$ cat config.mk
export PLATFORM = sky130hd
export DESIGN_NAME = pwm_sr_pulse_gen
export DESIGN_NICKNAME = d
export VERILOG_FILES = /design/src/rtl/pwm_sr_pulse_gen.sv
export SDC_FILE = /design/constraint.sdc
export NUM_CORES = 1
export LEC_CHECK = 0
export CORE_ASPECT_RATIO = 1.1
export CORE_MARGIN = 4
export CORE_UTILIZATION = 54
export DETAILED_ROUTE_END_ITERATION = 16
export GPL_TIMING_DRIVEN = 0
export PLACE_DENSITY = 0.8
export SLEW_MARGIN = 20
export SYNTH_ARGS = -nofsm -noshare
export SYNTH_HDL_FRONTEND = slang
export SYNTH_SLANG_ARGS = --single-unit
$ cat constraint.sdc
create_clock -name Clk -period 5 [get_ports Clk]
set_clock_uncertainty 0.2 [all_clocks]
set_input_delay 0.5 -clock Clk [delete_from_list [all_inputs] [get_ports Clk]]
set_output_delay 0.5 -clock Clk [all_outputs]
set_load 0.01 [all_outputs]
$ cat src/rtl/pwm_sr_pulse_gen.sv
// PWM set/reset pulse generator feeding the output RS flip-flop.
// A free-running sawtooth counter is compared against a double-buffered
// duty value. S fires one clock after count 0 and R fires one clock after
// count==duty, so the downstream RS_FF Q is high for exactly duty clocks
// per period. New duty values land in a shadow register and move to the
// active register only at the wrap edge, so a period is never cut short.
module pwm_sr_pulse_gen #(
  parameter int WIDTH  = 8,
  parameter int PERIOD = 199
) (
  input  logic             Clk,
  input  logic             Rst,
  input  logic             En,
  input  logic [WIDTH-1:0] Duty_in,
  input  logic             Duty_load,
  output logic             S,
  output logic             R,
  output logic             Period_start,
  output logic [WIDTH-1:0] Duty_active
);

  // Terminal count and the 100% duty value (PERIOD+1 fits in WIDTH).
  localparam logic [WIDTH-1:0] LP_TC   = WIDTH'(PERIOD);
  localparam logic [WIDTH-1:0] LP_FULL = WIDTH'(PERIOD + 1);

  logic [WIDTH-1:0] r_count;
  logic [WIDTH-1:0] r_shadow;
  logic [WIDTH-1:0] r_active;
  logic             r_s;
  logic             r_r;
  logic             r_ps;

  logic [WIDTH-1:0] w_duty_clamped;
  logic             w_wrap;
  logic             w_at_zero;

  // Anything above 100% saturates to a full-period high time.
  assign w_duty_clamped = (Duty_in > LP_FULL) ? LP_FULL : Duty_in;
  assign w_wrap         = En && (r_count == LP_TC);
  assign w_at_zero      = (r_count == '0);

  // Sawtooth period counter; holds while En is low.
  always_ff @(posedge Clk) begin
    if (Rst)        r_count <= '0;
    else if (w_wrap) r_count <= '0;
    else if (En)    r_count <= r_count + 1'b1;
  end

  // Shadow duty: any load strobe writes it, independent of En.
  always_ff @(posedge Clk) begin
    if (Rst)            r_shadow <= '0;
    else if (Duty_load) r_shadow <= w_duty_clamped;
  end

  // Active duty: updated only at the wrap edge; a load on that same edge
  // bypasses the shadow so it is not delayed by a full period.
  always_ff @(posedge Clk) begin
    if (Rst)         r_active <= '0;
    else if (w_wrap) r_active <= Duty_load ? w_duty_clamped : r_shadow;
  end

  // Registered S/R/Period_start decode. R is held high in reset so the
  // downstream RS_FF is cleared. At 100% duty count never equals the duty
  // value, and at 0% R lands on count 0 while S is suppressed, so S and R
  // can never coincide.
  always_ff @(posedge Clk) begin
    if (Rst) begin
      r_s  <= 1'b0;
      r_r  <= 1'b1;
      r_ps <= 1'b0;
    end else if (!En) begin
      r_s  <= 1'b0;
      r_r  <= 1'b0;
      r_ps <= 1'b0;
    end else begin
      r_ps <= w_at_zero;
      r_s  <= w_at_zero && (r_active != '0);
      r_r  <= (r_count == r_active) && (r_active <= LP_TC);
    end
  end

  assign S            = r_s;
  assign R            = r_r;
  assign Period_start = r_ps;
  assign Duty_active  = r_active;

endmodule
# Word level (Yosys, flattened, before mapping)

Index checks and enable logic that the tools add are counted.

Add/subtract/negate cells: 1
Multipliers: 0
Divide/modulo/power cells: 0
Magnitude comparators: 2
Eq/ne operators: 2
Shifts and indexed selects: 0
Multiplexer cells: 3
Bitwise logic cells: 1
Reductions and logical operators: 7

Operator list:

| cell                | count |
|---|---|
| $mux 8              | 2 |
| $add 8x1->8 const B | 1 |
| $eq 8x8->1          | 1 |
| $eq 8x8->1 const B  | 1 |
| $gt 8x8->1 const B  | 1 |
| $le 8x8->1 const B  | 1 |
| $logic_not 8->1     | 1 |
| $reduce_bool 8->1   | 1 |
| $reduce_or 2->1     | 2 |
| $logic_and 1x1->1   | 3 |
| $mux 1              | 1 |
| $not 1->1           | 1 |

Register bits after elaboration: 27
Latch bits: 0
RAM bits: 0
ROM bits: 0
Bits of input ports: 12
Word-level logic and storage cells: 22
Memories kept: 0

# Logic depth before layout (Yosys ltp)

Gate-level depths: netlist of run 1.

Word-level depth: 3
Mapped depth: 6
Mapped depth without buffers: 5

# Worst setup path before layout of run 1

Ideal clock, no wire load.

Kind: input-to-reg
Start point: input port En
End point: register r_active[1] (netlist: Duty_active[1])
Library setup time: 71 ps
Arrival time: 1,487 ps
Path slack: 3,242 ps
Stages on the path: 5
Cells stage by stage: buf_2 > and3_2 > nand4_4 > or3_1 > a21oi_1

Word-level cells in the longest chain between the ends: 1

Ends and longest elaborated chain:

| item                 | line | text |
|---|---|---|
| start, declared      | 13   | `input logic En,` |
| $logic_and 1x1->1    | 39   | `assign w_wrap = En && (r_count == LP_TC);` |
| end signal, assigned | 59   | `else if (w_wrap) r_active <= Duty_load ? w_duty_clamped : r_shadow;` |
| end, declared        | 28   | `logic [WIDTH-1:0] r_active;` |

Every way passes these cells.
A chain may end at the register's enable or synchronous reset.

# Worst setup path in the final report of run 1

Start point: register r_active[6] (netlist: Duty_active[6])
End point: output port Duty_active[6]

RTL lines:

| item          | line | text |
|---|---|---|
| end, declared | 19   | `output logic [WIDTH-1:0] Duty_active` |

No word-level cell between the ends.

==> impl_metrics.prom, run 1 <==
# TYPE chip_impl_metric gauge
chip_impl_metric{name="max_cap_violations",unit=""} 0
chip_impl_info{name="postSynth.topFlopCell",value="sky130_fd_sc_hd__dfxtp_1"} 1
chip_impl_metric{name="min_period_over_period",unit=""} 0.408
chip_impl_metric{name="clock_insertion_delay_worst_skew",unit="ns"} 0.31
chip_impl_metric{name="avgViaCountPerCell",unit=""} 5.45
chip_impl_info{name="path_cells",value="clkdlybuf4s50_1"} 1
chip_impl_metric{name="fin_crit",unit="ns"} 2.04
chip_impl_metric{name="initial_utilization",unit=""} 0.585
chip_impl_metric{name="worst_setup_hold_path_clk_slew",unit="ns"} 0.14
chip_impl_metric{name="gate_count_post_synth",unit=""} 129
chip_impl_metric{name="netlist-cell-type-count",unit=""} 34
chip_impl_metric{name="die-area",unit="mm²"} 0.00308
chip_impl_metric{name="postSynthRegisterBits",unit=""} 27
chip_impl_metric{name="clk_path_buf_depth",unit=""} 2
chip_impl_metric{name="grt_max_degree",unit=""} 15
chip_impl_metric{name="fp.coreArea",unit="mm²"} 0.00208
chip_impl_info{name="yosys.cell_count.top_type",value="sky130_fd_sc_hd__dfxtp_1"} 1
chip_impl_info{name="ys_top_cells_by_area",value="sky130_fd_sc_hd__dfxtp_1, sky130_fd_sc_hd__xnor2_1, sky130_fd_sc_hd__mux2i_1"} 1
chip_impl_info{name="cts_tree",value="yes"} 1
chip_impl_metric{name="power_density",unit="mW/mm²"} 241
chip_impl_metric{name="power.static_leakage",unit="nW"} 0.604
chip_impl_metric{name="postSynthAreaPerCell",unit="µm²"} 9.45
chip_impl_metric{name="antenna_found_initial",unit=""} 0
chip_impl_metric{name="num-nets-final",unit=""} 168
chip_impl_metric{name="die_width",unit="µm"} 53.3
chip_impl_metric{name="route.layer.met1.wl",unit="µm"} 1080
chip_impl_metric{name="worst_hold_path.num_cells",unit=""} 2
chip_impl_metric{name="drive_above_1_share",unit=""} 0.0784
chip_impl_metric{name="number_of_endpoints_failing_setup_at_the_final_stage",unit=""} 0
chip_impl_metric{name="die_height",unit="µm"} 57.8
chip_impl_info{name="worst-setup-path-type",value="reg -> out"} 1
chip_impl_metric{name="synth_nets",unit=""} 143
chip_impl_metric{name="boundaryPins",unit=""} 23
chip_impl_metric{name="setup_total_negative_slack",unit="ns"} 0
chip_impl_metric{name="crit_path_max_incr_delay",unit="ns"} 0.58
chip_impl_info{name="cpMaxStageDelayCell",value="sky130_fd_sc_hd__clkdlybuf4s50_1"} 1
chip_impl_metric{name="globalRouteTotalUtil",unit=""} 0.183
chip_impl_metric{name="ctsHtreeMaxLevel",unit=""} 1
chip_impl_info{name="synth_common_cells",value="sky130_fd_sc_hd__dfxtp_1, sky130_fd_sc_hd__nor2_1, sky130_fd_sc_hd__nand2_1"} 1
chip_impl_metric{name="post_drt_wl_per_cell",unit="µm"} 13.7
chip_impl_metric{name="number_of_cell_instances_on_the_worst_register_to_register_path",unit=""} 6
chip_impl_metric{name="final_hold_viol_count",unit=""} 0
chip_impl_metric{name="first_iter_violations",unit=""} 9
chip_impl_metric{name="port_buffers",unit=""} 20
chip_impl_metric{name="cts-hold-fix-buffers",unit=""} 0
chip_impl_metric{name="cp.required",unit="ns"} 4.30
chip_impl_metric{name="syn_to_final_growth",unit="%"} 21.5
chip_impl_metric{name="timing_max_transition_violations_final",unit=""} 0
chip_impl_info{name="topRoutingLayerUsed",value="met4"} 1
chip_impl_metric{name="postCtsResizedCells",unit=""} 0
chip_impl_metric{name="antenna_left",unit=""} 0
chip_impl_metric{name="final_wirelength",unit="µm"} 2470
chip_impl_metric{name="ir_drop",unit="mV"} 0.195
chip_impl_metric{name="insertedDiodeCount",unit=""} 0
chip_impl_info{name="critical_path.endpoint_type",value="output port"} 1
chip_impl_info{name="synth_largest_area_cell",value="sky130_fd_sc_hd__dfxtp_1"} 1
chip_impl_metric{name="cts-buffers-inserted",unit=""} 3
chip_impl_metric{name="post_cts_setup_buffer_count",unit=""} 0
chip_impl_metric{name="crit_path_max_fanout",unit=""} 5
chip_impl_metric{name="synth-seq-area-share",unit=""} 0.444
chip_impl_metric{name="synth-edff-count",unit=""} 0
chip_impl_metric{name="first_pass_iters",unit=""} 4
chip_impl_metric{name="wl_met3",unit="µm"} 126
chip_impl_metric{name="path_buf_inv",unit=""} 1
chip_impl_info{name="startpoint_class_of_the_critical_path",value="flip-flop"} 1
chip_impl_info{name="cts_root_buf",value="sky130_fd_sc_hd__clkbuf_4"} 1
chip_impl_info{name="grt_setup_unrepaired",value="no"} 1
chip_impl_metric{name="netlist.area_leader.share",unit=""} 0.444
chip_impl_metric{name="number_of_global_route_vias_before_repair",unit=""} 1022
chip_impl_metric{name="postSynth.asyncResetShare",unit=""} 0
chip_impl_metric{name="detailed_place_hpwl",unit="µm"} 1920
chip_impl_metric{name="grt_remaining_overflow",unit=""} 0
chip_impl_metric{name="final_cell_count_no_fill",unit=""} 181
chip_impl_metric{name="syn-cell-area",unit="mm²"} 0.00122
chip_impl_metric{name="clock_sink_count",unit=""} 27
chip_impl_metric{name="slew_headroom",unit=""} 0.613
chip_impl_metric{name="dp.cells",unit=""} 177
chip_impl_info{name="status",value="finished, final reports clean"} 1
chip_impl_metric{name="grt_first_pass_wirelength",unit="µm"} 4280
chip_impl_info{name="path_delay_family",value="buffers and inverters"} 1
chip_impl_metric{name="timing_worst_slew_pin_value",unit="ns"} 0.579
chip_impl_metric{name="worst-path-stages",unit=""} 1
chip_impl_metric{name="route.vias.total",unit=""} 986
chip_impl_metric{name="number_of_rows_created_at_floorplan",unit=""} 17
chip_impl_metric{name="wl_met2",unit="µm"} 1250
chip_impl_metric{name="yosysWarningCount",unit=""} 0
chip_impl_metric{name="post_route_drc",unit=""} 0
chip_impl_metric{name="gpl.final_weighted_congestion",unit=""} 0.832
chip_impl_metric{name="max_clock_freq",unit="GHz"} 0.490
chip_impl_info{name="min-delay-path-class",value="reg -> reg"} 1
chip_impl_metric{name="critPathArrivalTime",unit="ns"} 1.34
## area by class of cell
| class | count | area [µm²] |
|---|---|---|
| fill | 194 | 604 |
| timing repair buffer | 20 | 200 |
| multi-input combinational | 91 | 618 |
| tap | 28 | 35.0 |
| clock buffer | 4 | 26.3 |
| buffer | 8 | 48.8 |
| inverter | 3 | 11.3 |
| sequential | 27 | 541 |
## worst register-to-register path, stage by stage, from the launching register on
cell and delay [ns]:
sky130_fd_sc_hd__dfxtp_1 0.45, sky130_fd_sc_hd__ha_1 0.20, sky130_fd_sc_hd__and3_2 0.26, sky130_fd_sc_hd__and4_1 0.22, sky130_fd_sc_hd__buf_2 0.18, sky130_fd_sc_hd__nor2_2 0.08, sky130_fd_sc_hd__o22a_1 0.20
## through the flow
| step | area [µm²] | util | power [W] | worst slack, ns | hold WS (ns) |
|---|---|---|---|---|---|
| 6_report | 1480 | 0.710 | 0.000357 | 2.96 | 0.291 |
| 4_1_cts | 1480 | 0.710 | 0.000360 | 2.94 | 0.288 |
| 3_3_place_gp | 1450 | 0.697 | 0.000267 | 2.79 | 0.261 |
| 3_5_place_dp | 1450 | 0.697 | 0.000269 | 2.78 | 0.269 |
| 5_1_grt | 1480 | 0.710 | 0.000377 | 2.90 | 0.329 |
| 2_1_floorplan | 1220 | - | 0.000252 | 3.24 | 0.250 |
## where the power goes
part	internal [W]	switching, W	leakage [nW]
sequential	0.000222	0.00000418	0.220
clock	0.0000311	0.0000613	0.0150
combinational	0.0000202	0.0000178	0.370
## kinds of logic after synthesis
logic type / after synthesis / share of synthesized area
muxes: 6 / 0.0493
adders and majority gates: 2 / 0.0205
xor gates and xnor gates: 14 / 0.101
AOI/OAI and AO/OA: 17 / 0.0975
buffers and inverters: 11 / 0.0493
DFF: 27 / 0.444
and+or+nand+nor: 52 / 0.239
## state kept, by name, summed over array words and instances (netlist names)
signal / cells
Period_start: 1
Duty_active: 8
S: 1
r_shadow: 8
R: 1
r_count: 8
## placed cells by master (no fill, tap or decap), drive strengths merged, types with 2 or more instances in the layout
cell type,instances
a21oi,6
buf,5
clkbuf,7
clkdlybuf4s50,20
dfxtp,27
ha,2
inv,3
mux2i,6
nand2,9
nand2b,2
nand3,5
nand4,4
nor2,13
nor2b,2
nor3,7
o21ai,2
o22a,4
or3,4
xnor2,8
xor2,6
## final timing paths
| path | startpoint | end | slack [ns] |
|---|---|---|---|
| worst max-delay path | Duty_active[6] | Duty_active[6] | 2.96 |
| worst min-delay path | r_shadow[5] | r_shadow[5] | 0.29 |
| worst max register to register | r_count[0] | Duty_active[5] | 3.13 |
| worst min register to register | r_shadow[5] | r_shadow[5] | 0.29 |
## routing by layer
metal	track usage	vias up
li1	-	498
met1	0.221	460
met2	0.319	24
met3	0.0334	4
met4	0.0620	0
met5	0	-
Note: power is estimated with default switching activity, not from simulation.
==> run 2: changes to the inputs <==
CORE_UTILIZATION = 50   (was 54)
PLACE_DENSITY = 0.75   (was 0.8)
clock period = 2.1 ns   (was 5 ns; I/O delays follow)
==> run 2 against run 1 <==
Count of clock-buffer cells in the layout decreased by 1. Die area is 6.8% higher. Sequential power increased by 140%. Combinational power rose by 140%. Via count is 2.5% lower. Setup slack lost 2.7 ns. Wire length shrank 0.28%. Sequential cell count unchanged. Utilization decreased by 6.4 points. Global-route usage down 0.33 points. Register-to-register slack worse by 2.9 ns. First-iteration DRC count is 120% higher. Highest routed layer unchanged.
==> impl_metrics.prom, run 2 (same netlist as run 1, synthesis figures left out) <==
# TYPE chip_impl_metric gauge
chip_impl_info{name="critical_path.endpoint_type",value="flip-flop"} 1
chip_impl_metric{name="final.hold.worst_slack",unit="ns"} 0.0556
chip_impl_info{name="cts_tree",value="yes"} 1
chip_impl_metric{name="fp.coreArea",unit="mm²"} 0.00230
chip_impl_metric{name="n_fill_cell",unit=""} 208
chip_impl_metric{name="drive_above_1_share",unit=""} 0.0850
chip_impl_metric{name="post_route_drc",unit=""} 0
chip_impl_metric{name="detailed_place_hpwl",unit="µm"} 1940
chip_impl_metric{name="avgViaCountPerCell",unit=""} 5.25
chip_impl_metric{name="first_iter_violations",unit=""} 20
chip_impl_metric{name="syn_to_final_growth",unit="%"} 21.8
chip_impl_metric{name="die-area",unit="mm²"} 0.00329
chip_impl_metric{name="ir_drop",unit="mV"} 0.446
chip_impl_metric{name="max_cap_violations",unit=""} 0
chip_impl_info{name="cts_root_buf",value="sky130_fd_sc_hd__clkbuf_4"} 1
chip_impl_info{name="startpoint_class_of_the_critical_path",value="flip-flop"} 1
chip_impl_metric{name="clock_insertion_delay_worst_skew",unit="ns"} 0.31
chip_impl_metric{name="grt_max_degree",unit=""} 16
chip_impl_metric{name="power_density",unit="mW/mm²"} 569
chip_impl_info{name="min-delay-path-class",value="in -> reg"} 1
chip_impl_metric{name="final_wirelength",unit="µm"} 2470
chip_impl_info{name="layout_commonest_cell",value="sky130_fd_sc_hd__dfxtp_1"} 1
chip_impl_info{name="grt_setup_unrepaired",value="no"} 1
chip_impl_info{name="status",value="finished, final reports clean"} 1
chip_impl_metric{name="critPathArrivalTime",unit="ns"} 1.91
chip_impl_metric{name="route.vias.total",unit=""} 961
chip_impl_metric{name="post_drt_wl_per_cell",unit="µm"} 13.5
chip_impl_info{name="hold_path_startpoint",value="En"} 1
chip_impl_metric{name="post_cts_setup_buffer_count",unit=""} 0
chip_impl_metric{name="min_period_over_period",unit=""} 0.886
chip_impl_metric{name="worst_setup_hold_path_clk_slew",unit="ns"} 0.13
chip_impl_metric{name="die_height",unit="µm"} 59.8
chip_impl_metric{name="clk_path_buf_depth",unit=""} 2
chip_impl_metric{name="num-nets-final",unit=""} 168
chip_impl_metric{name="die_width",unit="µm"} 55.1
chip_impl_metric{name="fin_crit",unit="ns"} 1.86
chip_impl_metric{name="cts-buffers-inserted",unit=""} 3
chip_impl_metric{name="antenna_found_initial",unit=""} 0
chip_impl_info{name="most-common-layout-cells",value="sky130_fd_sc_hd__dfxtp_1, sky130_fd_sc_hd__clkdlybuf4s50_1, sky130_fd_sc_hd__nor2_1"} 1
chip_impl_metric{name="setup_total_negative_slack",unit="ns"} 0
chip_impl_metric{name="crit_path_max_incr_delay",unit="ns"} 0.46
chip_impl_info{name="cpMaxStageDelayCell",value="sky130_fd_sc_hd__dfxtp_1"} 1
chip_impl_metric{name="worst_hold_path.num_cells",unit=""} 3
chip_impl_metric{name="final_hold_viol_count",unit=""} 0
chip_impl_info{name="timing.rr.end",value="Duty_active[1]"} 1
chip_impl_metric{name="timing_worst_slew_pin_value",unit="ns"} 0.582
chip_impl_metric{name="number_of_endpoints_failing_setup_at_the_final_stage",unit=""} 0
chip_impl_metric{name="power.static_leakage",unit="nW"} 0.607
chip_impl_metric{name="slew_headroom",unit=""} 0.611
chip_impl_metric{name="grt_remaining_overflow",unit=""} 0
chip_impl_metric{name="initial_utilization",unit=""} 0.531
chip_impl_info{name="path_cells",value="ha_1 > and3_2 > nand4_4 > or3_1 > a21oi_1"} 1
chip_impl_metric{name="postCtsResizedCells",unit=""} 0
chip_impl_metric{name="grt_first_pass_wirelength",unit="µm"} 4330
chip_impl_metric{name="timing_max_transition_violations_final",unit=""} 0
chip_impl_metric{name="number_of_cell_instances_on_the_worst_register_to_register_path",unit=""} 5
chip_impl_metric{name="antenna_left",unit=""} 0
chip_impl_metric{name="cts-hold-fix-buffers",unit=""} 0
chip_impl_info{name="worst-setup-path-type",value="reg -> reg"} 1
chip_impl_metric{name="cp.required",unit="ns"} 2.15
chip_impl_info{name="min_to",value="r_count[0]"} 1
chip_impl_info{name="rr_startpoint",value="r_count[0]"} 1
chip_impl_metric{name="insertedDiodeCount",unit=""} 0
chip_impl_metric{name="boundaryPins",unit=""} 23
chip_impl_metric{name="ctsHtreeMaxLevel",unit=""} 1
chip_impl_metric{name="p_total",unit="W"} 0.000845
chip_impl_metric{name="number_of_rows_created_at_floorplan",unit=""} 18
chip_impl_metric{name="finalCoreUtilization",unit=""} 0.646
chip_impl_metric{name="regToRegSetupSlack",unit="ns"} 0.24
chip_impl_info{name="crit_start",value="r_count[0]"} 1
chip_impl_metric{name="port_buffers",unit=""} 20
chip_impl_metric{name="first_pass_iters",unit=""} 4
chip_impl_metric{name="number_of_global_route_vias_before_repair",unit=""} 959
chip_impl_metric{name="max_clock_freq",unit="GHz"} 0.537
chip_impl_metric{name="gpl.final_weighted_congestion",unit=""} 0.789
chip_impl_metric{name="globalRouteTotalUtil",unit=""} 0.180
chip_impl_metric{name="crit_path_max_fanout",unit=""} 8
chip_impl_metric{name="clock_sink_count",unit=""} 27
-- run 2: changes by cell type in the layout (fill, tap and decap cells not counted) --
cell	change
sky130_fd_sc_hd__clkinv_2	+1
sky130_fd_sc_hd__clkbuf_1	-1
-- run 2: how the worst max path moves through the flow --
stage / depth (start not counted) / slack (ns) / to
after floorplan: 5 / 0.42 / Duty_active[1]
after global placement: 5 / 0.22 / Duty_active[1]
after detailed placement: 5 / 0.16 / Duty_active[1]
after CTS: 6 / 0.23 / Duty_active[7]
after global routing: 5 / 0.12 / Duty_active[2]
final: 5 / 0.24 / Duty_active[1]
-- run 2: per-layer routing --
layer / GRT usage / share of wire
met2: 0.277 / 0.48
met5: 0 / 0
met1: 0.247 / 0.46
met3: 0.0299 / 0.051
met4: 0.0729 / 0.010
-- run 2: worst max-delay path, delay by kind of cell, from the launching register on --
kind | cells | cell delay [ns]
AO/OA/AOI/OAI | 1 | 0.14
AND/OR/NAND/NOR | 3 | 0.81
flip-flops | 1 | 0.46
adder cells (fa/ha/maj) | 1 | 0.20
-- run 2: final cells by class --
| type | count | area (µm²) | area share |
|---|---|---|---|
| buffer | 8 | 48.8 | 0.0329 |
| timing repair buffer | 20 | 200 | 0.135 |
| clock buffer | 3 | 22.5 | 0.0152 |
| tap | 30 | 37.5 | 0.0253 |
| sequential | 27 | 541 | 0.364 |
| clock inverter | 1 | 5.00 | 0.00337 |
| inverter | 3 | 11.3 | 0.00759 |
| multi-input combinational | 91 | 618 | 0.417 |
-- run 2: power by group --
group | internal [W] | switching (W) | leakage [nW] | total [W]
clock network | 0.0000712 | 0.000143 | 0.0177 | 0.000214
registers | 0.000529 | 0.00000973 | 0.220 | 0.000538
logic | 0.0000486 | 0.0000433 | 0.370 | 0.0000918
total | 0.000648 | 0.000196 | 0.607 | 0.000845
-- run 2: metrics by stage --
stage | setup slack, ns | cells | area (µm²)
finish | 0.239 | 183 | 1480
global route | 0.116 | 183 | 1480
CTS | 0.226 | 183 | 1480
detailed placement | 0.164 | 179 | 1460
global placement | 0.222 | 179 | 1460
floorplan | 0.423 | 129 | 1220
